--- src/rtl/cache_rd_arbiter.sv ---
// cache_rd_arbiter: shares the single memory read channel between the ICache
// and DCache miss/uncached paths. One read transaction is in flight at a time:
// arbitrate in IDLE, present the address in ADDR, route returned beats in DATA.
//
// Handshakes: a transfer happens on any cycle where valid and ready are both
// high (mem_ar_valid/mem_ar_ready for the address phase, mem_r_valid/mem_r_ready
// for data beats). Once valid is raised its payload stays stable until the
// transfer; ready may be driven independently of valid.
module cache_rd_arbiter #(
    parameter int DATA_WIDTH   = 32,
    parameter int BURST_LEN    = 4,
    parameter int STARVE_LIMIT = 8
) (
    input  logic                  clk,
    input  logic                  reset,
    input  logic                  ic_req,
    input  logic                  ic_burst,
    input  logic [31:0]           ic_addr,
    output logic                  ic_gnt,
    output logic                  ic_rvalid,
    output logic                  ic_rlast,
    input  logic                  dc_req,
    input  logic                  dc_burst,
    input  logic [31:0]           dc_addr,
    output logic                  dc_gnt,
    output logic                  dc_rvalid,
    output logic                  dc_rlast,
    output logic [DATA_WIDTH-1:0] rdata,
    output logic                  mem_ar_valid,
    input  logic                  mem_ar_ready,
    output logic [31:0]           mem_ar_addr,
    output logic [3:0]            mem_ar_len,
    input  logic                  mem_r_valid,
    output logic                  mem_r_ready,
    input  logic [DATA_WIDTH-1:0] mem_r_data,
    input  logic                  mem_r_last,
    output logic                  prot_err,
    output logic [1:0]            dbg_state
);

    // Line size in bytes is BURST_LEN words; bursts are aligned to it.
    localparam logic [31:0] LINE_MASK   = ~(32'(BURST_LEN * 4) - 32'd1);
    localparam logic [3:0]  BURST_ARLEN = 4'(BURST_LEN - 1);
    localparam int          SW          = $clog2(STARVE_LIMIT + 1);
    localparam logic [SW-1:0] STARVE_MAX = SW'(STARVE_LIMIT);

    typedef enum logic [1:0] {
        S_IDLE = 2'd0,
        S_ADDR = 2'd1,
        S_DATA = 2'd2
    } state_t;

    state_t                state;
    logic                  owner_ic;
    logic [3:0]            beat_cnt;
    logic [SW-1:0]         starve_cnt;
    logic [DATA_WIDTH-1:0] rdata_q;
    logic                  prot_err_q;

    logic                  ic_wins;
    logic                  sel_burst;
    logic [31:0]           sel_addr;
    logic [31:0]           next_addr;
    logic [3:0]            next_len;
    logic                  ar_fire;
    logic                  beat;
    logic                  last_beat;

    // Arbitration: DCache first, unless the ICache has been passed over
    // STARVE_LIMIT times in a row; then pick the winner's address and length.
    always_comb begin
        ic_wins   = ic_req && (!dc_req || (starve_cnt == STARVE_MAX));
        sel_addr  = ic_wins ? ic_addr  : dc_addr;
        sel_burst = ic_wins ? ic_burst : dc_burst;
        next_addr = sel_burst ? (sel_addr & LINE_MASK) : sel_addr;
        next_len  = sel_burst ? BURST_ARLEN : 4'd0;
    end

    assign ar_fire   = (state == S_ADDR) && mem_ar_ready;
    assign beat      = (state == S_DATA) && mem_r_valid;
    assign last_beat = (beat_cnt == 4'd0);

    // Transaction FSM plus latched address phase, beat counter, starvation
    // counter, held read data and the sticky burst-length error.
    always_ff @(posedge clk or negedge reset) begin
        if (!reset) begin
            state       <= S_IDLE;
            owner_ic    <= 1'b0;
            beat_cnt    <= 4'd0;
            starve_cnt  <= '0;
            mem_ar_addr <= 32'd0;
            mem_ar_len  <= 4'd0;
            rdata_q     <= '0;
            prot_err_q  <= 1'b0;
        end else begin
            case (state)
                S_IDLE: begin
                    if (ic_req || dc_req) begin
                        owner_ic    <= ic_wins;
                        mem_ar_addr <= next_addr;
                        mem_ar_len  <= next_len;
                        state       <= S_ADDR;
                    end
                    if (ic_wins || !ic_req) begin
                        starve_cnt <= '0;
                    end else if (starve_cnt != STARVE_MAX) begin
                        starve_cnt <= starve_cnt + SW'(1);
                    end
                end
                S_ADDR: begin
                    if (mem_ar_ready) begin
                        beat_cnt <= mem_ar_len;
                        state    <= S_DATA;
                    end
                end
                S_DATA: begin
                    if (mem_r_valid) begin
                        rdata_q <= mem_r_data;
                        if (mem_r_last != last_beat) begin
                            prot_err_q <= 1'b1;
                        end
                        // Our own count ends the burst, not memory's last flag.
                        if (last_beat) begin
                            state <= S_IDLE;
                        end else begin
                            beat_cnt <= beat_cnt - 4'd1;
                        end
                    end
                end
                default: state <= S_IDLE;
            endcase
        end
    end

    assign ic_gnt       = ar_fire && owner_ic;
    assign dc_gnt       = ar_fire && !owner_ic;
    assign ic_rvalid    = beat && owner_ic;
    assign dc_rvalid    = beat && !owner_ic;
    assign ic_rlast     = beat && owner_ic && last_beat;
    assign dc_rlast     = beat && !owner_ic && last_beat;
    assign rdata        = beat ? mem_r_data : rdata_q;
    assign mem_ar_valid = (state == S_ADDR);
    assign mem_r_ready  = (state == S_DATA);
    assign prot_err     = prot_err_q;
    assign dbg_state    = state;

endmodule

--- config.mk ---
export PLATFORM = sky130hd
export DESIGN_NAME = cache_rd_arbiter
export DESIGN_NICKNAME = d
export VERILOG_FILES = /design/src/rtl/cache_rd_arbiter.sv
export SDC_FILE = /design/constraint.sdc
export NUM_CORES = 1
export LEC_CHECK = 0
export CAP_MARGIN = 20
export CORE_MARGIN = 2
export CORE_UTILIZATION = 24
export DETAILED_ROUTE_END_ITERATION = 10
export GPL_TIMING_DRIVEN = 0
export HOLD_SLACK_MARGIN = 0.1
export PLACE_DENSITY_LB_ADDON = 0.3
export SYNTH_ARGS = -nofsm -noshare
export SYNTH_HDL_FRONTEND = slang
export SYNTH_SLANG_ARGS = --single-unit
--- constraint.sdc ---
create_clock -name clk -period 1.7 [get_ports clk]
set_clock_uncertainty 0.05 [all_clocks]
set_input_delay 0.255 -clock clk [delete_from_list [all_inputs] [get_ports clk]]
set_output_delay 0.255 -clock clk [all_outputs]
set_load 0.01 [all_outputs]
Yosys cells after proc, flatten, opt, wreduce, memory -nomap -nowiden
Index checks and enable logic that the tools add are counted.

Bits in registers: 80. Input bits: 105. Output and inout port bits: 79. Logic and storage cells: 61.

Add/sub/neg operators: 2. Equality and inequality tests: 10. Multiplexer cells: 16. Reduce and logical (&&, ||, !) cells: 25.

Operators by type and width (count): $mux 32 (2); $mux 4 (6); $mux 2 (5); $logic_and 1x1->1 (9); $pmux 4 s2 (1); $reduce_and 4->1 (2); $ne 2x2->1 const B (3); $pmux 2 s3 (1); $reduce_and 2->1 (3); $add 4x1->4 const B (1); $eq 4x4->1 const B (1); $logic_not 4->1 (1); $ne 2x1->1 const B (2); $ne 4x4->1 const B (1); $reduce_bool 2->1 (2); $sub 4x1->4 const B (1); $logic_not 1->1 (3); $logic_or 1x1->1 (3); $reduce_and 3->1 (1); $eq 2x1->1 const B (1); $eq 2x2->1 const B (1); $logic_not 2->1 (1); $mux 1 (1); $ne 1x1->1 (1).

Longest topological paths before layout
Gate-level depths: netlist of run 1.

Word-level depth: 6. Gate-level depth with buffers: 7. Gate-level depth less buffers: 5.

Worst setup path after synthesis of run 1
Ideal clock, no wire load.

Path type: reg-to-output. Start point: register state[0], in the netlist dbg_state[0]. End point: output port rdata[11]. Arrival: 1.360 ns. Required time: 1.395 ns. Setup slack: 0.035 ns. Stages on the path, launching flop included: 5. Path buffers: 2. Path through: dfrtp_1 > nand3b_1 > buf_2 > buf_4 > mux2_1.

Longest elaborated chain between the ends: 3.

Ends and longest elaborated chain: start: declaration (RTL line 53) `state_t state;`; start signal: assignment (RTL line 87) `state <= S_IDLE;`; start signal: assignment (RTL line 102) `state <= S_ADDR;`; start signal: assignment (RTL line 113) `state <= S_DATA;`; $eq 2x2->1 (RTL line 80) `assign beat = (state == S_DATA) && mem_r_valid;`; $logic_and 1x1->1 (RTL line 80); $mux 32 (RTL line 141) `assign rdata = beat ? mem_r_data : rdata_q;`; end: declaration (RTL line 28) `output logic [DATA_WIDTH-1:0] rdata,`.

No other way between the ends.

Worst setup path in the final report of run 1
Start point: register state[0], in the netlist dbg_state[0]. End point: output port rdata[1].

The elaborated chain is that of the path after synthesis.

==> results of run 1 <==
## power breakdown
part | internal [mW] | switching (mW)
sequential | 2.71 | 0.413
clock | 1.17 | 0.810
combinational | 4.40 | 3.05
total | 8.29 | 4.27
## sequential cells by signal (all words and copies together), names as in the netlist
signal	cells
mem_ar_addr	32
rdata_q	32
beat_cnt	4
starve_cnt	4
dbg_state	2
mem_ar_len	1
owner_ic	1
prot_err	1
## path summary, 6_finish.rpt
kind                                  end  depth (start not counted)          from
setup / recovery                 rdata[1]                          6  dbg_state[0]
hold / removal                rdata_q[25]                          2         reset
setup reg to reg           mem_ar_addr[0]                          9  dbg_state[0]
hold reg to reg                  prot_err                          1      prot_err
max in group asynchronous   mem_ar_len[0]                          3         reset
min in group clk            starve_cnt[2]                          4        dc_req
## layout make-up
class	count	area (um^2)
Clock inverter	6	61.3
Clock buffer	10	239
Buffer	31	329
Timing Repair Buffer	228	2380
Fill cell	1465	8670
Sequential cell	77	1930
Multi-Input combinational cell	186	1810
Inverter	37	139
Tap cell	216	270
## placed cells by master, fill, tap and decap left out, types with 3 or more instances in the layout
cell,Yosys,final
buf_2,15,13
buf_12,0,7
mux2_4,0,26
buf_4,5,18
clkbuf_1,6,3
buf_6,5,68
mux2_2,0,6
nand3b_1,3,3
a21boi_0,3,3
ha_1,4,3
and2_4,1,3
clkdlybuf4s50_1,0,136
inv_1,36,35
clkinv_2,0,3
nand3_1,30,30
buf_8,0,4
clkbuf_16,0,12
nand4_1,29,29
o221ai_2,28,28
dfrtp_1,77,75
nand2_1,5,4
a221o_1,4,4
a21o_1,4,4
## cell usage after synthesis, types with 2 or more instances
master,count
nand4_1,29
o2bb2ai_1,2
a221o_1,4
a21boi_0,3
and3_1,2
mux2i_1,2
o22ai_1,3
and2_1,2
buf_4,5
nand3_1,30
nand2b_1,3
dfrtp_1,77
ha_1,4
buf_2,15
o221ai_2,28
nor3_1,2
buf_6,5
mux2_1,33
inv_1,36
a21oi_1,2
o21ai_1,2
or2_1,2
nor2_1,5
a21o_1,4
clkbuf_1,6
nand3b_1,3
nand2_1,5
## routing by layer
metal  wire (um)  GRT usage
met1        5590      0.189
met2        6910      0.266
met3         824     0.0423
met4         331     0.0701
met5           0          0
## cells by family after synthesis
family	count (synthesis)	synth area share
xor gates and xnor gates	1	0.00227
AOI/OAI and AO/OA	54	0.163
adders and majority gates	4	0.0130
DFF	77	0.499
muxes	35	0.101
other	1	0.000971
buffers and inverters	68	0.0855
and+or+nand+nor	90	0.135
## what timing repair did
action,in CTS,in global routing
cloned,2,3
hold endpoints to repair,25,0
pin swaps,4,6
hold buffers,1,0
resized for setup,275,60
setup buffers,32,10
setup endpoints to repair,91,87
## per-stage QoR
stage | hold slack [ns] | std cells | setup TNS (ns)
global route | 0.336 | 791 | -25.86
floorplan | -0.0906 | 331 | 0
detailed placement | 0.146 | 728 | -39.68
global placement | 0.403 | 727 | -244.74
CTS | 0.299 | 779 | -14.86
finish | 0.315 | 791 | -22.62
==> results.toml, run 1 <==
[worst_setup_path]
critPathLaunchType = "flop"
crit_arrival_ns = 1.93
cp_max_fo = 4
slowest_stage = "dfrtp_1"
worst-setup-path-type = "flop to output port"
required_ns = 1.39
crit_path_max_incr_delay_ns = 0.41
critPathTopFamily = "buffers and inverters"
r2r_slack_ns = -0.15
path_cells = "nand3b_1 > buf_6 > buf_6 > buf_6 > mux2_4 > buf_6"
endpoint_kind = "output port"
cp_common_cell = "buf_6"
critical_path_buf_inv_count = 4

[routing]
firstDrtPassIters = 4
vias = 3630
routed_wirelength_mm = 13.7
drtAntennaViolNets = 0
drc = 0
vias_per_cell = 4.59
drt-initial-drc-count = 100
avgRoutedWirePerCell_um = 17.3

[timing]
period_needed_ns = 2.23
worst_pin_slew_ns = 0.585
hold_viol_final = 0
setup_slack_ns = -0.533
timing.final.crit_share = 1.31
rsz0062_at_grt = "yes"
drv_slew = 0
max_slew_margin = 0.610
fmax_mhz = 448
setup_viol_count_final = 80

[clock_tree]
cts_buffers = 9
cts_tree = "built"
path_clk_slew_ns = 0.06
cts_buffer_depth = 2
insertion_delay_ns = 0.35
cts.sinks = 77
htreeDepth = 3
cts_root_buf = "clkbuf_16"

[die]
start_util = 0.244
die-area_um2 = 17100
die-width_um = 131
coreArea_um2 = 15800
num_rows = 46
die_y_um = 131
ios = 184

[grt]
grt_usage = 0.158
antenna_found_initial = 0
grt_overflow_total = 0
grt_first_pass_wirelength_mm = 20.3
grt_max_degree = 53
grt_pass1_vias = 3887

[synth]
synth_edf_count = 0
netlist_instances = 330
syn_avg_cell_area_um2 = 11.7
ys_ff_latch = 77
synth-seq-area-share = 0.499
async_reset_ff_frac = 1.00
synth_warnings = 0
ys_types = 43
synth_area_leaders = "dfrtp_1 (50%), o221ai_2 (11%), mux2_1 (9.6%), nand4_1 (4.7%), nand3_1 (3.9%)"
synth_top_area_frac = 0.499
syn_area_um2 = 3860
ys.flop_type = "dfrtp_1"
synth_top_area_cell = "dfrtp_1"

[final_layout]
syn_to_final_growth_pct = 85.4
final_util = 0.452
fin_area_um2 = 7160
nets = 679
antenna_cells = 0
layout-drive-gt1-share = 0.381

[power_and_ir_drop]
p_leak_nw = 3.15
power_mw = 12.6
max-vdd-ir-drop_uv = 606
power_density_nw_per_um2 = 1750

[min_path]
hp-class = "input pin to asynchronous set/reset pin"

[placed_design]
dp_slack_ns = -0.886
io_buffers = 180
placed_cell_area_um2 = 5960
globalplace.congestion = 0.727
hpwl_mm = 9.29

[outcome]
status = "finished with violations"
violations = "negative setup slack"

[run]
drv_cap = 0
Power figures use the tool's default switching activity.
==> inputs of run 2 (changes only) <==
- CTS_BUF_LIST: unset -> sky130_fd_sc_hd__clkbuf_16
==> results.toml, run 2 (synthesis results as in run 1) <==
[routing]
firstDrtPassIters = 4
drtAntennaViolNets = 0
vias_per_cell = 4.60
vias = 3635
avgRoutedWirePerCell_um = 17.2
drt-initial-drc-count = 102
routed_wirelength_mm = 13.6
drc = 0

[final_layout]
syn_to_final_growth_pct = 85.1
final_util = 0.452
nets = 679
top_regs = "mem_ar_addr (32), rdata_q (32)"
fin_area_um2 = 7150
layout-drive-gt1-share = 0.379
final_cell_mix = "clkdlybuf4s50_1 (136), dfrtp_1 (75), buf_6 (68)"
antenna_cells = 0
layout_commonest_cell = "clkdlybuf4s50_1"
stdcell_count = 791

[min_path]
hp-class = "input pin to asynchronous set/reset pin"

[clock_tree]
htreeDepth = 3
cts_buffers = 9
insertion_delay_ns = 0.35
cts_tree = "built"
cts.sinks = 77
cts_root_buf = "clkbuf_16"
path_clk_slew_ns = 0.06
cts_buffer_depth = 2

[worst_setup_path]
required_ns = 1.39
endpoint_kind = "output port"
r2r_cells = 9
critPathTopFamily = "buffers and inverters"
crit_arrival_ns = 1.93
cp_max_fo = 4
path_cells = "nand3b_1 > buf_6 > buf_6 > buf_6 > mux2_4 > buf_6"
critPathLaunchType = "flop"
slowest_stage = "dfrtp_1"
crit_cells = 6
cp_common_cell = "buf_6"
worst-setup-path-type = "flop to output port"
crit_path_max_incr_delay_ns = 0.41
critical_path_buf_inv_count = 4

[placed_design]
io_buffers = 180
globalplace.congestion = 0.727
placed_cell_area_um2 = 5960
hpwl_mm = 9.29
dp_slack_ns = -0.886
dp_cells = 728

[power_and_ir_drop]
power_mw = 12.5
max-vdd-ir-drop_uv = 571
p_leak_nw = 3.14
power_density_nw_per_um2 = 1750

[die]
ios = 184
die-width_um = 131
coreArea_um2 = 15800
num_rows = 46
die-area_um2 = 17100
start_util = 0.244
die_y_um = 131

[outcome]
violations = "negative setup slack"
status = "finished with violations"

[timing]
max_slew_margin = 0.613
period_needed_ns = 2.23
setup_slack_ns = -0.532
hold_viol_final = 0
timing.hold.ws_ns = 0.317
drv_slew = 0
fmax_mhz = 448
timing.final.crit_share = 1.31
worst_pin_slew_ns = 0.581
setup_viol_count_final = 80
rsz0062_at_grt = "yes"
fin_tns_setup_ns = -22.59

[grt]
grt_usage = 0.158
antenna_found_initial = 0
grt_overflow_total = 0
grt_pass1_vias = 3896
grt_first_pass_wirelength_mm = 20.3
grt_max_degree = 53

[run]
drv_cap = 0
## run 2: changes by cell type in the layout (fill, tap and decap cells not counted)
cell	change
clkbuf_8	-1
clkinv_1	+1
## run 2: where the power goes
group | internal, mW | switching [mW]
combinational | 4.40 | 3.05
clock | 1.13 | 0.804
sequential | 2.71 | 0.413
total | 8.24 | 4.27
## run 2: final cells by class
class                      instances  area (um^2)
fill                            1467         8680
sequential                        77         1930
timing repair buffer             228         2380
buffer                            31          329
multi-input combinational        186         1810
tap                              216          270
inverter                          37          139
clock buffer                       9          225
clock inverter                     7         65.1
## run 2: final timing paths
path | start | endpoint | slack (ns)
max | dbg_state[0] | rdata[1] | -0.53
min | reset | rdata_q[25] | 0.32
max reg2reg | dbg_state[0] | mem_ar_addr[0] | -0.15
min reg2reg | prot_err | prot_err | 0.41
max in group asynchronous | reset | mem_ar_len[0] | 0.68
min in group clk | dc_req | starve_cnt[2] | 0.32
## run 2: worst reg2reg max path, stage by stage, from the launching register on
cell      delay (ns)
dfrtp_1         0.41
buf_4           0.15
buf_6           0.10
buf_6           0.10
buf_6           0.12
nor2_4          0.17
buf_12          0.18
buf_12          0.11
a21boi_0        0.07
a221o_1         0.27
## run 2: timing repair
action,CTS,global route
gates cloned,2,3
resized for setup,275,60
hold endpoints to repair,25,0
hold buffers,1,0
setup buffers,32,10
pin swaps,4,6
setup endpoints to repair,91,86
## run 2: per-layer routing
layer  GRT usage  vias to the layer above  routed length (um)
met1       0.190                     1792                5570
met5           0                        -                   0
met4      0.0682                        0                 325
met2       0.266                      133                6910
li1            -                     1687                   -
met3      0.0423                       23                 823
==> patch: new RTL, config.mk and constraints of run 2 <==
Put one more register stage on the output `dbg_state`, cleared by the reset. The value now appears one clock later. The other outputs are not delayed to match.
--- a/src/rtl/cache_rd_arbiter.sv
+++ b/src/rtl/cache_rd_arbiter.sv
@@ -142,7 +142,13 @@
     assign mem_ar_valid = (state == S_ADDR);
     assign mem_r_ready  = (state == S_DATA);
     assign prot_err     = prot_err_q;
-    assign dbg_state    = state;
+    always_ff @(posedge clk or negedge reset) begin
+        if (!reset) begin
+            dbg_state <= '0;
+        end else begin
+            dbg_state <= state;
+        end
+    end
 
 endmodule
 
Formal check against the unedited RTL: not equivalent (Yosys sat finds a counterexample within 4 cycles, from zero or initial values and one cycle with reset low).
==> patch against run 2 <==
The flow still finishes with violations (setup timing). Global-route usage down 0.57 points. Count of clock-buffer cells in the layout unchanged. Non-clock buffer count is 14 lower. Synthesized area rose by 1.9%. Register-to-register slack better by 0.16 ns. Sequential cell count increased by 2. Routed wire length decreased by 3.3%. Worst hold slack improved by 0.023 ns. Synthesized cell count up 0.91%. Cell area fell by 3.9%. Sequential share of layout area grew 1.8 points. Power shrank 5.2%. Setup slack gained 0.22 ns. Highest routed layer unchanged.
==> patch: results (changes against run 2) <==
* Outcome: finished, violations left
* Highest Signal Layer: met4
* Final Instance Area at 6870 sq um (-3.9%)
* Worst skew pair latency at ~0.34 ns
* Largest net degree at the start of global routing at 48 (-9.4%)
* Post-place setup slack at -0.867 ns (+0.0189 ns)
* Final setup violation count at 36 (-55%)
* Placement Cell Area at 6040 sq um (+1.2%)
* Met2 wire len at 6590 um (-4.6%)
* HP Class: in -> reg
* Peak supply drop at 0.605 mV (+5.9%)
* CTS root buf: clkbuf_16
* Final hold slack at 0.340 ns (+0.0227 ns)
* Placer Congestion at 0.719 (-1.1%)
* Routed wire length on met3 at 1080 um (+31%)
* GRT Overall Usage at 0.152 (-0.00566)
* Xor/xnor share of the synthesized area at 0.00223 (-0.0000418)
* Post-Syn Instances at 333 (+0.91%)
* First-iteration detailed-routing DRC count at 173 (+70%)
* Failing checks: setup timing
* Multiplexer share of the synthesized area at 0.0970 (-0.00441)
* Hpwl dp at 9130 um (-1.8%)
* Seq/Total Area, Yosys at 0.502 (+0.00352)
* Final setup margin at -0.316 ns (+0.216 ns)
* Post-synth cell types at 44 (+2.3%)
* Max stage delay on crit path at 0.38 ns (-0.03 ns)
* Post-synthesis compound-gate area fraction at 0.162 (about the same)
* CP Data Arrival Time at 1.71 ns (-0.22 ns)
* Crit path max fanout at 10 (+6)
* Vias in the first global route at 3,837 (-1.5%)
* Dpl cells at 731 (+0.41%)
* R2R Setup Slk at 0.01 ns (+0.16 ns)
* Synth top cells by count: dfrtp_1, inv_1, mux2_1
* Leakage at 3.03 nW (-3.7%)
* Synth area leaders: dfrtp_1, o221ai_2, mux2_1, nand4_1, nand3_1
* Met1 WL at 5400 um (-3.0%)
* Total Routed Length at 13,200 um (-3.3%)
* Post-route insts no fill at 778 (-1.6%)
* Fin Setup TNS at -10.07 ns (+12.52 ns)
* Share of cells above drive strength 1 at 0.343 (-0.0357)
* Vias per inst at 4.60 (about the same)
* First-pass GRT wire length at 20,900 um (+2.7%)
* Nets@finish at 667 (-1.8%)
* Fill cell count at 1,495 (+1.9%)
## patch: power breakdown
group	switching [W]	internal [W]	total (W)	leakage, nW
Sequential	0.000445	0.00278	0.00322	0.965
Combinational	0.00288	0.00388	0.00676	1.92
Clock	0.000761	0.00111	0.00187	0.138
Total	0.00409	0.00777	0.0119	3.03
## patch: worst max-delay path, delay by kind of cell, from the launching register on
kind | cells | cell delay (ns)
buffers and inverters | 3 | 0.46
muxes | 1 | 0.31
and+or+nand+nor | 1 | 0.22
DFF | 1 | 0.38
## patch: final cells by class
cell class | instances | area share
clock inverter | 6 | 0.00783
multi-input combinational | 186 | 0.264
sequential | 79 | 0.288
timing repair buffer | 214 | 0.309
buffer | 31 | 0.0382
inverter | 37 | 0.0202
tap | 216 | 0.0393
clock buffer | 9 | 0.0328
## patch: per-layer routing
layer  track usage  up-vias
li1              -     1658
met1         0.177     1755
met2         0.266      157
met3        0.0573        5
met4        0.0332        0
met5             0        -
## patch: final timing paths
kind | cells past startpoint | to | start
max in group asynchronous | 3 | mem_ar_len[0] | reset
min reg2reg | 1 | prot_err | prot_err
max | 5 | rdata[19] | state[0]
max reg2reg | 6 | beat_cnt[3] | state[0]
min | 4 | starve_cnt[2] | dc_req
min in group asynchronous | 2 | rdata_q[6] | reset
## patch: what timing repair did
item	4_1_cts	5_1_grt
pin swaps	6	4
setup buffers	25	9
hold buffers	1	0
setup endpoints to repair	66	77
endpoints found under the hold margin	32	0
resized for setup	246	32
## patch: kinds of logic (layout without fill, tap and decap cells)
family	Yosys count	after routing
and+or+nand+nor	89	89
DFF	79	79
buffers and inverters	69	297
AOI/OAI and AO/OA	56	56
muxes	34	34
adders and majority gates	4	4
other	1	2
xor gates and xnor gates	1	1
